### src/rtl/llc_rst_flush_sweep_if.sv
// Request/completion handshake between a reset/flush requester and the LLC set-walking sequencer.
interface llc_rst_flush_sweep_if;
  logic req_valid;
  logic req_is_flush;
  logic req_ready;
  logic done_valid;
  logic done_is_flush;
  logic done_ready;

  modport master (
    output req_valid, req_is_flush, done_ready,
    input  req_ready, done_valid, done_is_flush
  );

  modport slave (
    input  req_valid, req_is_flush, done_ready,
    output req_ready, done_valid, done_is_flush
  );
endinterface

### src/rtl/llc_rst_flush_sweep.sv
// Walks a set index across every LLC set for one reset or flush request at a time,
// advancing when the update stage reports the current set written, then returns a completion.
module llc_rst_flush_sweep #(
  parameter int LLC_SETS = 256,
  parameter int SET_BITS = $clog2(LLC_SETS)
) (
  input  logic                 clk,
  input  logic                 rst,
  llc_rst_flush_sweep_if.slave host,
  input  logic                 incr_rst_flush_stalled_set,
  output logic [SET_BITS-1:0]  stalled_set,
  output logic                 is_rst_to_resume,
  output logic                 is_flush_to_resume,
  output logic                 sweep_active
);

  typedef enum logic [1:0] {
    IDLE  = 2'd0,
    SWEEP = 2'd1,
    DONE  = 2'd2
  } state_t;

  localparam logic [SET_BITS-1:0] LAST_SET = SET_BITS'(LLC_SETS - 1);

  state_t              state;
  state_t              state_nxt;
  logic                kind;
  logic [SET_BITS-1:0] set_idx;
  logic                accept;
  logic                advance;
  logic                last_step;

  assign accept    = host.req_valid && (state == IDLE);
  assign advance   = (state == SWEEP) && incr_rst_flush_stalled_set;
  assign last_step = advance && (set_idx == LAST_SET);

  // NOTE: sequential state uses non-blocking assignments so every register samples pre-edge values.
  always_ff @(posedge clk or negedge rst) begin
    if (!rst) state <= IDLE;
    else      state <= state_nxt;
  end

  always_comb begin
    state_nxt = state;
    case (state)
      IDLE:    if (accept)                         state_nxt = SWEEP;
      SWEEP:   if (last_step)                      state_nxt = DONE;
      DONE:    if (host.done_ready)                state_nxt = IDLE;
      default:                                     state_nxt = IDLE;
    endcase
  end

  // The index only wraps on the completion step, so it never runs past the last set.
  always_ff @(posedge clk or negedge rst) begin
    if (!rst) begin
      set_idx <= '0;
      kind    <= 1'b0;
    end else begin
      if (accept) begin
        set_idx <= '0;
        kind    <= host.req_is_flush;
      end else if (last_step) begin
        set_idx <= '0;
      end else if (advance) begin
        set_idx <= set_idx + SET_BITS'(1);
      end
    end
  end

  // NOTE: every output gets a default before the case so no latch is inferred.
  always_comb begin
    host.req_ready     = 1'b0;
    host.done_valid    = 1'b0;
    host.done_is_flush = 1'b0;
    is_rst_to_resume   = 1'b0;
    is_flush_to_resume = 1'b0;
    sweep_active       = 1'b0;
    case (state)
      IDLE:  host.req_ready = 1'b1;
      SWEEP: begin
        sweep_active       = 1'b1;
        is_rst_to_resume   = !kind;
        is_flush_to_resume = kind;
      end
      DONE: begin
        host.done_valid    = 1'b1;
        host.done_is_flush = kind;
      end
      default: ;
    endcase
  end

  assign stalled_set = set_idx;

endmodule

### src/flat_wrapper.sv
// flat-port wrapper written by rule: the top's interface ports become plain ports
module llc_rst_flush_sweep_flat 
#(
  parameter int LLC_SETS = 256,
  parameter int SET_BITS = $clog2(LLC_SETS)
)
  (clk, rst, incr_rst_flush_stalled_set, stalled_set, is_rst_to_resume, is_flush_to_resume, sweep_active, host_req_valid, host_req_is_flush, host_done_ready, host_req_ready, host_done_valid, host_done_is_flush);
  llc_rst_flush_sweep_if host_i ();
  input  logic clk;
  input  logic rst;
  input  logic incr_rst_flush_stalled_set;
  output logic [SET_BITS-1:0] stalled_set;
  output logic is_rst_to_resume;
  output logic is_flush_to_resume;
  output logic sweep_active;
  input wire logic [$bits(host_i.req_valid)-1:0] host_req_valid;
  input wire logic [$bits(host_i.req_is_flush)-1:0] host_req_is_flush;
  input wire logic [$bits(host_i.done_ready)-1:0] host_done_ready;
  output wire logic [$bits(host_i.req_ready)-1:0] host_req_ready;
  output wire logic [$bits(host_i.done_valid)-1:0] host_done_valid;
  output wire logic [$bits(host_i.done_is_flush)-1:0] host_done_is_flush;
  assign host_i.req_valid = host_req_valid;
  assign host_i.req_is_flush = host_req_is_flush;
  assign host_i.done_ready = host_done_ready;
  assign host_req_ready = host_i.req_ready;
  assign host_done_valid = host_i.done_valid;
  assign host_done_is_flush = host_i.done_is_flush;
  llc_rst_flush_sweep #(.LLC_SETS(LLC_SETS), .SET_BITS(SET_BITS)) u_core (.clk(clk), .rst(rst), .host(host_i), .incr_rst_flush_stalled_set(incr_rst_flush_stalled_set), .stalled_set(stalled_set), .is_rst_to_resume(is_rst_to_resume), .is_flush_to_resume(is_flush_to_resume), .sweep_active(sweep_active));
endmodule
### config.mk
export PLATFORM = sky130hd
export DESIGN_NAME = llc_rst_flush_sweep_flat
export DESIGN_NICKNAME = d
export VERILOG_FILES = /design/src/rtl/llc_rst_flush_sweep_if.sv /design/src/rtl/llc_rst_flush_sweep.sv /design/src/flat_wrapper.sv
export SDC_FILE = /design/constraint.sdc
export NUM_CORES = 1
export LEC_CHECK = 0
export CAP_MARGIN = 15
export CORE_UTILIZATION = 47
export DETAILED_ROUTE_END_ITERATION = 6
export PLACE_DENSITY = 0.88
export SYNTH_ARGS = -nofsm -noshare
export SYNTH_HDL_FRONTEND = slang
export SYNTH_SLANG_ARGS = --single-unit
### constraint.sdc
create_clock -name clk -period 4.7 [get_ports clk]
set_clock_uncertainty 0.15 [all_clocks]
set_input_delay 0.94 -clock clk [delete_from_list [all_inputs] [get_ports clk]]
set_output_delay 0.94 -clock clk [all_outputs]
set_load 0.02 [all_outputs]
==> results by group, run 1 <==
Run status
  – Run status: finished clean

Yosys
  – Post-synthesis share of cell area spent on full adders, half adders and majority gates: 1.961%
  – Proportion of synthesized flip-flops having asynchronous set or reset: 100.0%
  – Post-synthesis xor/xnor area fraction: 4.118%
  – Mux cell area share after synthesis: 5.686%
  – Ys Warns: 0
  – Synth Area in Compound Gates: 13.33%
  – Average size of a mapped cell: 9.116 um^2
  – Post-synthesis register bit count: 11
  – Top post-synthesis cells by count: sky130_fd_sc_hd__nor2_1 (12), sky130_fd_sc_hd__dfrtp_1 (11), sky130_fd_sc_hd__nand2_1 (6)
  – Biggest area consumer among synthesized cells: sky130_fd_sc_hd__dfrtp_1
  – Area share of the leading cell type in the synthesized netlist: 43.14%
  – Area contributors post-synth: sky130_fd_sc_hd__dfrtp_1 (43%), sky130_fd_sc_hd__nor2_1 (7.1%), sky130_fd_sc_hd__nand2_1 (3.5%)
  – Number of nets produced by synthesis: 77
  – Post-Synthesis Cells: 70
  – Synthesized area: 638.1 um^2
  – Number of enable flip-flop cells after synthesis: 0
  – Primary FF master, synth: sky130_fd_sc_hd__dfrtp_1
  – Distinct cell type count after synthesis: 34
  – Most instantiated library cell after synthesis: sky130_fd_sc_hd__nor2_1
  – Area fraction in and, or, nand and nor cells after synthesis: 26.47%
  – Combinational family with the most area after synthesis: simple AND/OR/NAND/NOR gates
  – Share of the yosys chip area belonging to registers: 43.14%

Critical path
  – Data required time at the worst endpoint: 3.61 ns
  – Origin of the critical flop-to-flop path: u_core.stalled_set[0]
  – Number of buffers and inverters on the critical path: 2
  – CP max stage cell: sky130_fd_sc_hd__clkdlybuf4s50_1
  – R2r endpoint: u_core.stalled_set[7]
  – Largest fanout on the critical path: 8
  – Arrival time of the worst setup path: 1.76 ns
  – Largest delay share family, worst path: buffers and inverters
  – Crit end category: output port
  – Path depth of the worst reg2reg path: 5
  – Slack of the worst reg-to-reg path: 3.02 ns
  – Slowest cell delay on critical path: 0.59 ns
  – Worst Setup Path Type: reg -> out
  – Crit path cell chain: nand2b_1, inv_2, and2_1, clkdlybuf4s50_1
  – Startpoint kind of the worst setup timing path: flop

Pwr
  – Power share of the clock group: 21.3%
  – Part of the power in combinational logic: 34.3%
  – Fraction of power spent switching nets: 36.17%
  – Maximum vdd ir drop: 257.6 uV
  – P_int: 0.1995 mW
  – Net switching power figure: 0.1131 mW
  – Pwr dens: 366.3 nW/um^2
  – Leakage component of the power: 0.3740 nW
  – Portion of total power attributed to sequential cells: 44.5%
  – Total power: 0.3126 mW

STA
  – Setup TNS: 0 ns
  – Hold slack final: 0.3819 ns
  – Final period demand of the worst path: 2.850 ns
  – Slew headroom: 67.48%
  – Fin. Hold Viols: 0
  – Share of the clock period used by the worst path after layout: 60.64%
  – Fmax: 350.9 MHz
  – Max Transition Viols Final: 0
  – Actual transition at the worst max-transition pin: 0.4862 ns
  – Unrepaired setup endpoints after global routing: false
  – Finish-stage setup viols: 0

Hold path
  – Worst hold path startpoint: u_core.stalled_set[7]
  – Hold crit path type: reg -> reg
  – Instance count along the most critical hold path: 1
  – Capture endpoint of the worst hold path: u_core.stalled_set[7]

Clock network
  – Clock latency of the later-clocked register in the worst-skew pair: 0.28 ns
  – Number of gates resized after CTS: 0
  – Number of clock sinks: 11
  – Num CTS Buffers: 3
  – Buffers inserted by post-CTS timing repair: 0
  – Number of levels in the clock H-tree: 1
  – Hold buffer count at CTS: 0
  – CTS tree: built
  – Clk buf depth: 2
  – Clock transition time at the flip-flop clock pins of the worst setup and hold paths: 0.08 ns
  – Buffer cell driving the clock tree root: sky130_fd_sc_hd__clkbuf_4

Finish
  – Share of cells above drive strength 1: 10.99%
  – ANT cells: 0
  – End-of-flow core utilization: 71.94%
  – Final standard cell count with taps included and fillers excluded: 105
  – Area growth from synthesis to layout: 33.73%
  – Net total in the final layout: 99
  – Fill count: 106

Detailed routing
  – Detailed-routing iteration count for the pre-antenna-repair pass: 4
  – Wire length per cell: 13.66 um
  – Detailed-route wire length: 1434 um
  – Iter 0 DRT Violations: 24
  – Post-route ant nets: 0
  – Total via count after detailed routing: 585
  – Number of remaining DRC errors: 0
  – Post-detailed-route via-to-cell ratio: 5.571

Die
  – Chip width: 38.85 um
  – Total die area: 1509 um^2
  – Effective utilization at floorplan: 53.80%
  – Cell Rows: 12
  – Number of top-level pins: 20
  – Die span in y: 38.85 um
  – Area of the placeable core: 1186 um^2

Place
  – Placed cell count: 101
  – Detail Placement HPWL: 1069 um
  – Number of input and output port buffers inserted: 19
  – RD Place Congestion: 0.8585

GRT
  – Number of antenna violations at the first check in global routing: 0
  – Vias in the first global route: 515
  – Leftover overflow at the end of global routing: 0
  – Largest net degree at the start of global routing: 12
  – Aggregate global-route resource usage: 22.99%
  – First-pass GRT wire length: 2283 um

Job
  – Max-cap violations: 0
sequential cells by signal (all words and copies together) (netlist names):
register / flops
u_core.kind: 1
u_core.stalled_set: 8
u_core.state: 2
how the worst max path moves through the flow:
| stage | from | end | slack (ns) | cells after the start |
|---|---|---|---|---|
| finish | u_core.state[1] | is_flush_to_resume | 1.85 | 4 |
| global route | u_core.state[1] | host_done_is_flush | 1.79 | 3 |
| CTS | u_core.state[1] | is_flush_to_resume | 1.86 | 4 |
| detailed placement | u_core.state[1] | is_flush_to_resume | 2.16 | 4 |
| global placement | u_core.state[1] | is_flush_to_resume | 2.20 | 4 |
| floorplan | u_core.state[1] | host_done_is_flush | 2.47 | 2 |
placed cells by master, fill, tap and decap left out, types with 3 or more instances in the layout:
master                            Yosys  final
sky130_fd_sc_hd__a21oi_1              3      3
sky130_fd_sc_hd__and2_1               3      3
sky130_fd_sc_hd__clkbuf_4             0      3
sky130_fd_sc_hd__clkdlybuf4s50_1      0     19
sky130_fd_sc_hd__dfrtp_1             11     11
sky130_fd_sc_hd__inv_1                3      3
sky130_fd_sc_hd__nand2_1              6      6
sky130_fd_sc_hd__nand3_1              3      3
sky130_fd_sc_hd__nor2_1              12     12
power groups by stage:
stage / clock network (mW) / registers, mW / logic [mW]
3_3_place_gp: 0 / 0.139 / 0.106
6_report: 0.0665 / 0.139 / 0.107
5_1_grt: 0.0692 / 0.141 / 0.116
4_1_cts: 0.0657 / 0.139 / 0.108
2_1_floorplan: 0 / 0.159 / 0.0371
3_5_place_dp: 0 / 0.141 / 0.108
area by class of cell:
cell class	instances	area, um^2	share of cell area, %
multi-input combinational	53	329.1	38.56
tap	14	17.52	2.053
clock buffer	4	26.28	3.079
sequential	11	275.3	32.26
inverter	4	15.01	1.760
timing repair buffer	19	190.2	22.29
per-stage QoR:
| step | setup slack [ns] | cell area, um^2 |
|---|---|---|
| floorplan | 2.471 | 638.1 |
| global placement | 2.201 | 827.0 |
| detailed placement | 2.159 | 827.0 |
| CTS | 1.858 | 853.3 |
| global route | 1.794 | 853.3 |
| finish | 1.850 | 853.3 |
metal layers:
metal / up-vias / GRT usage (%) / routed length (um)
li1: 283 / - / -
met1: 276 / 28.57 / 639
met2: 20 / 37.50 / 701
met3: 6 / 4.046 / 60
met4: 0 / 12.07 / 33
met5: - / 0 / 0
cell families after synthesis:
logic type      count (synthesis)
mux                             3
xor+xnor                        3
simple gates                   34
flops                          11
compound gates                 12
buf+inv                         6
fa+ha+maj                       1
No activity file was read; power rests on OpenSTA's default activity.
==> run 2, diff against run 1 <==
--- a/config.mk
+++ b/config.mk
@@ -6,9 +6,9 @@
 export NUM_CORES = 1
 export LEC_CHECK = 0
 export CAP_MARGIN = 15
-export CORE_UTILIZATION = 47
+export CORE_UTILIZATION = 44
 export DETAILED_ROUTE_END_ITERATION = 6
-export PLACE_DENSITY = 0.88
+export PLACE_DENSITY = 0.83
 export SYNTH_ARGS = -nofsm -noshare
 export SYNTH_HDL_FRONTEND = slang
 export SYNTH_SLANG_ARGS = --single-unit
==> constraint.sdc (replaced) <==
create_clock -name clk -period 2.82 [get_ports clk]
set_clock_uncertainty 0.15 [all_clocks]
set_input_delay 0.564 -clock clk [delete_from_list [all_inputs] [get_ports clk]]
set_output_delay 0.564 -clock clk [all_outputs]
set_load 0.02 [all_outputs]
==> results by group, run 2 (synthesis results as in run 1) <==
Run status
  – Run status: finished clean

Critical path
  – Startpoint kind of the worst setup timing path: flop
  – Number of buffers and inverters on the critical path: 2
  – Slowest cell delay on critical path: 0.59 ns
  – Crit path cell chain: nand2b_1, inv_2, and2_1, clkdlybuf4s50_1
  – Arrival time of the worst setup path: 1.75 ns
  – Data required time at the worst endpoint: 2.11 ns
  – Slack of the worst reg-to-reg path: 1.14 ns
  – Worst Setup Path Type: reg -> out
  – Crit end category: output port
  – Largest fanout on the critical path: 8
  – CP max stage cell: sky130_fd_sc_hd__clkdlybuf4s50_1
  – Largest delay share family, worst path: buffers and inverters

STA
  – Actual transition at the worst max-transition pin: 0.5042 ns
  – Fmax: 406.5 MHz
  – Final period demand of the worst path: 2.460 ns
  – Hold slack final: 0.3817 ns
  – Unrepaired setup endpoints after global routing: false
  – Setup TNS: 0 ns
  – Slew headroom: 66.28%
  – Finish-stage setup viols: 0
  – Share of the clock period used by the worst path after layout: 87.25%
  – Max Transition Viols Final: 0
  – Fin. Hold Viols: 0

Detailed routing
  – Wire length per cell: 13.50 um
  – Detailed-route wire length: 1431 um
  – Total via count after detailed routing: 585
  – Post-route ant nets: 0
  – Iter 0 DRT Violations: 17
  – Post-detailed-route via-to-cell ratio: 5.519
  – Detailed-routing iteration count for the pre-antenna-repair pass: 4
  – Number of remaining DRC errors: 0

Place
  – RD Place Congestion: 0.8094
  – Detail Placement HPWL: 1096 um
  – Total placed instance area: 828.3 um^2
  – Number of input and output port buffers inserted: 19

Die
  – Effective utilization at floorplan: 48.43%
  – Area of the placeable core: 1318 um^2
  – Number of top-level pins: 20
  – Total die area: 1606 um^2
  – Chip width: 40.08 um
  – Die span in y: 40.08 um
  – Cell Rows: 13

Pwr
  – Pwr dens: 612.0 nW/um^2
  – Total power: 0.5230 mW
  – Leakage component of the power: 0.3740 nW
  – Maximum vdd ir drop: 272.3 uV

Clock network
  – Number of clock sinks: 11
  – Num CTS Buffers: 3
  – Hold buffer count at CTS: 0
  – Buffers inserted by post-CTS timing repair: 0
  – Number of gates resized after CTS: 0
  – Clock transition time at the flip-flop clock pins of the worst setup and hold paths: 0.07 ns
  – Clock latency of the later-clocked register in the worst-skew pair: 0.27 ns
  – Number of levels in the clock H-tree: 1
  – CTS tree: built
  – Buffer cell driving the clock tree root: sky130_fd_sc_hd__clkbuf_4
  – Clk buf depth: 2

Finish
  – Final design area excluding fillers: 854.6 um^2
  – Top library cells by usage in the layout, fill and taps aside: sky130_fd_sc_hd__clkdlybuf4s50_1 (19), sky130_fd_sc_hd__nor2_1 (12), sky130_fd_sc_hd__dfrtp_1 (11)
  – End-of-flow core utilization: 64.86%
  – Area growth from synthesis to layout: 33.92%
  – Max FFs per register: 8
  – Share of cells above drive strength 1: 10.99%
  – Leading cell type in the layout, fill and taps excluded: sky130_fd_sc_hd__clkdlybuf4s50_1
  – ANT cells: 0
  – Net total in the final layout: 99

GRT
  – Aggregate global-route resource usage: 21.28%
  – Largest net degree at the start of global routing: 12
  – Leftover overflow at the end of global routing: 0
  – First-pass GRT wire length: 2194 um
  – Vias in the first global route: 484
  – Number of antenna violations at the first check in global routing: 0

Job
  – Max-cap violations: 0

Hold path
  – Hold crit path type: reg -> reg
==> run 2: cell counts in the layout (fill, tap and decap cells not counted) <==
No cell type changed its count.
==> run 2: metal layers <==
layer  vias up  GRT usage (%)  part of all wire, %  wire, um
li1        282              -                    -         -
met4         0          12.07                  1.5        22
met2        20          32.66                   52       741
met3         4          5.556                  5.3        76
met5         -              0                    0         0
met1       279          26.71                   41       591
==> run 2: final cells by class <==
type | instances | area [um^2]
fill | 108 | 462.9
timing repair buffer | 19 | 190.2
sequential | 11 | 275.3
multi-input combinational | 53 | 329.1
tap | 15 | 18.77
clock buffer | 4 | 26.28
inverter | 4 | 15.01
==> run 2: worst paths after layout <==
| check | startpoint | to | cells past startpoint |
|---|---|---|---|
| max in group asynchronous | rst | u_core.stalled_set[6] | 1 |
| hold reg to reg | u_core.stalled_set[7] | u_core.stalled_set[7] | 1 |
| setup reg to reg | u_core.stalled_set[0] | u_core.stalled_set[7] | 5 |
| hold / removal | u_core.stalled_set[7] | u_core.stalled_set[7] | 1 |
| setup / recovery | u_core.state[1] | is_flush_to_resume | 4 |
| min in group asynchronous | rst | u_core.state[0] | 1 |
==> run 2: through the flow <==
stage          instances  worst slack [ns]
3_3_place_gp         102            0.6942
4_1_cts              106            0.3460
3_5_place_dp         102            0.6572
2_1_floorplan         70            0.9668
5_1_grt              106            0.2542
6_report             106            0.3597
==> run 2: report_power, final <==
group / leakage [nW] / switching [mW] / internal [mW] / total, mW
clock: 0.0150 / 0.0549 / 0.0547 / 0.110
combinational: 0.221 / 0.0904 / 0.0895 / 0.180
sequential: 0.138 / 0.0455 / 0.188 / 0.233
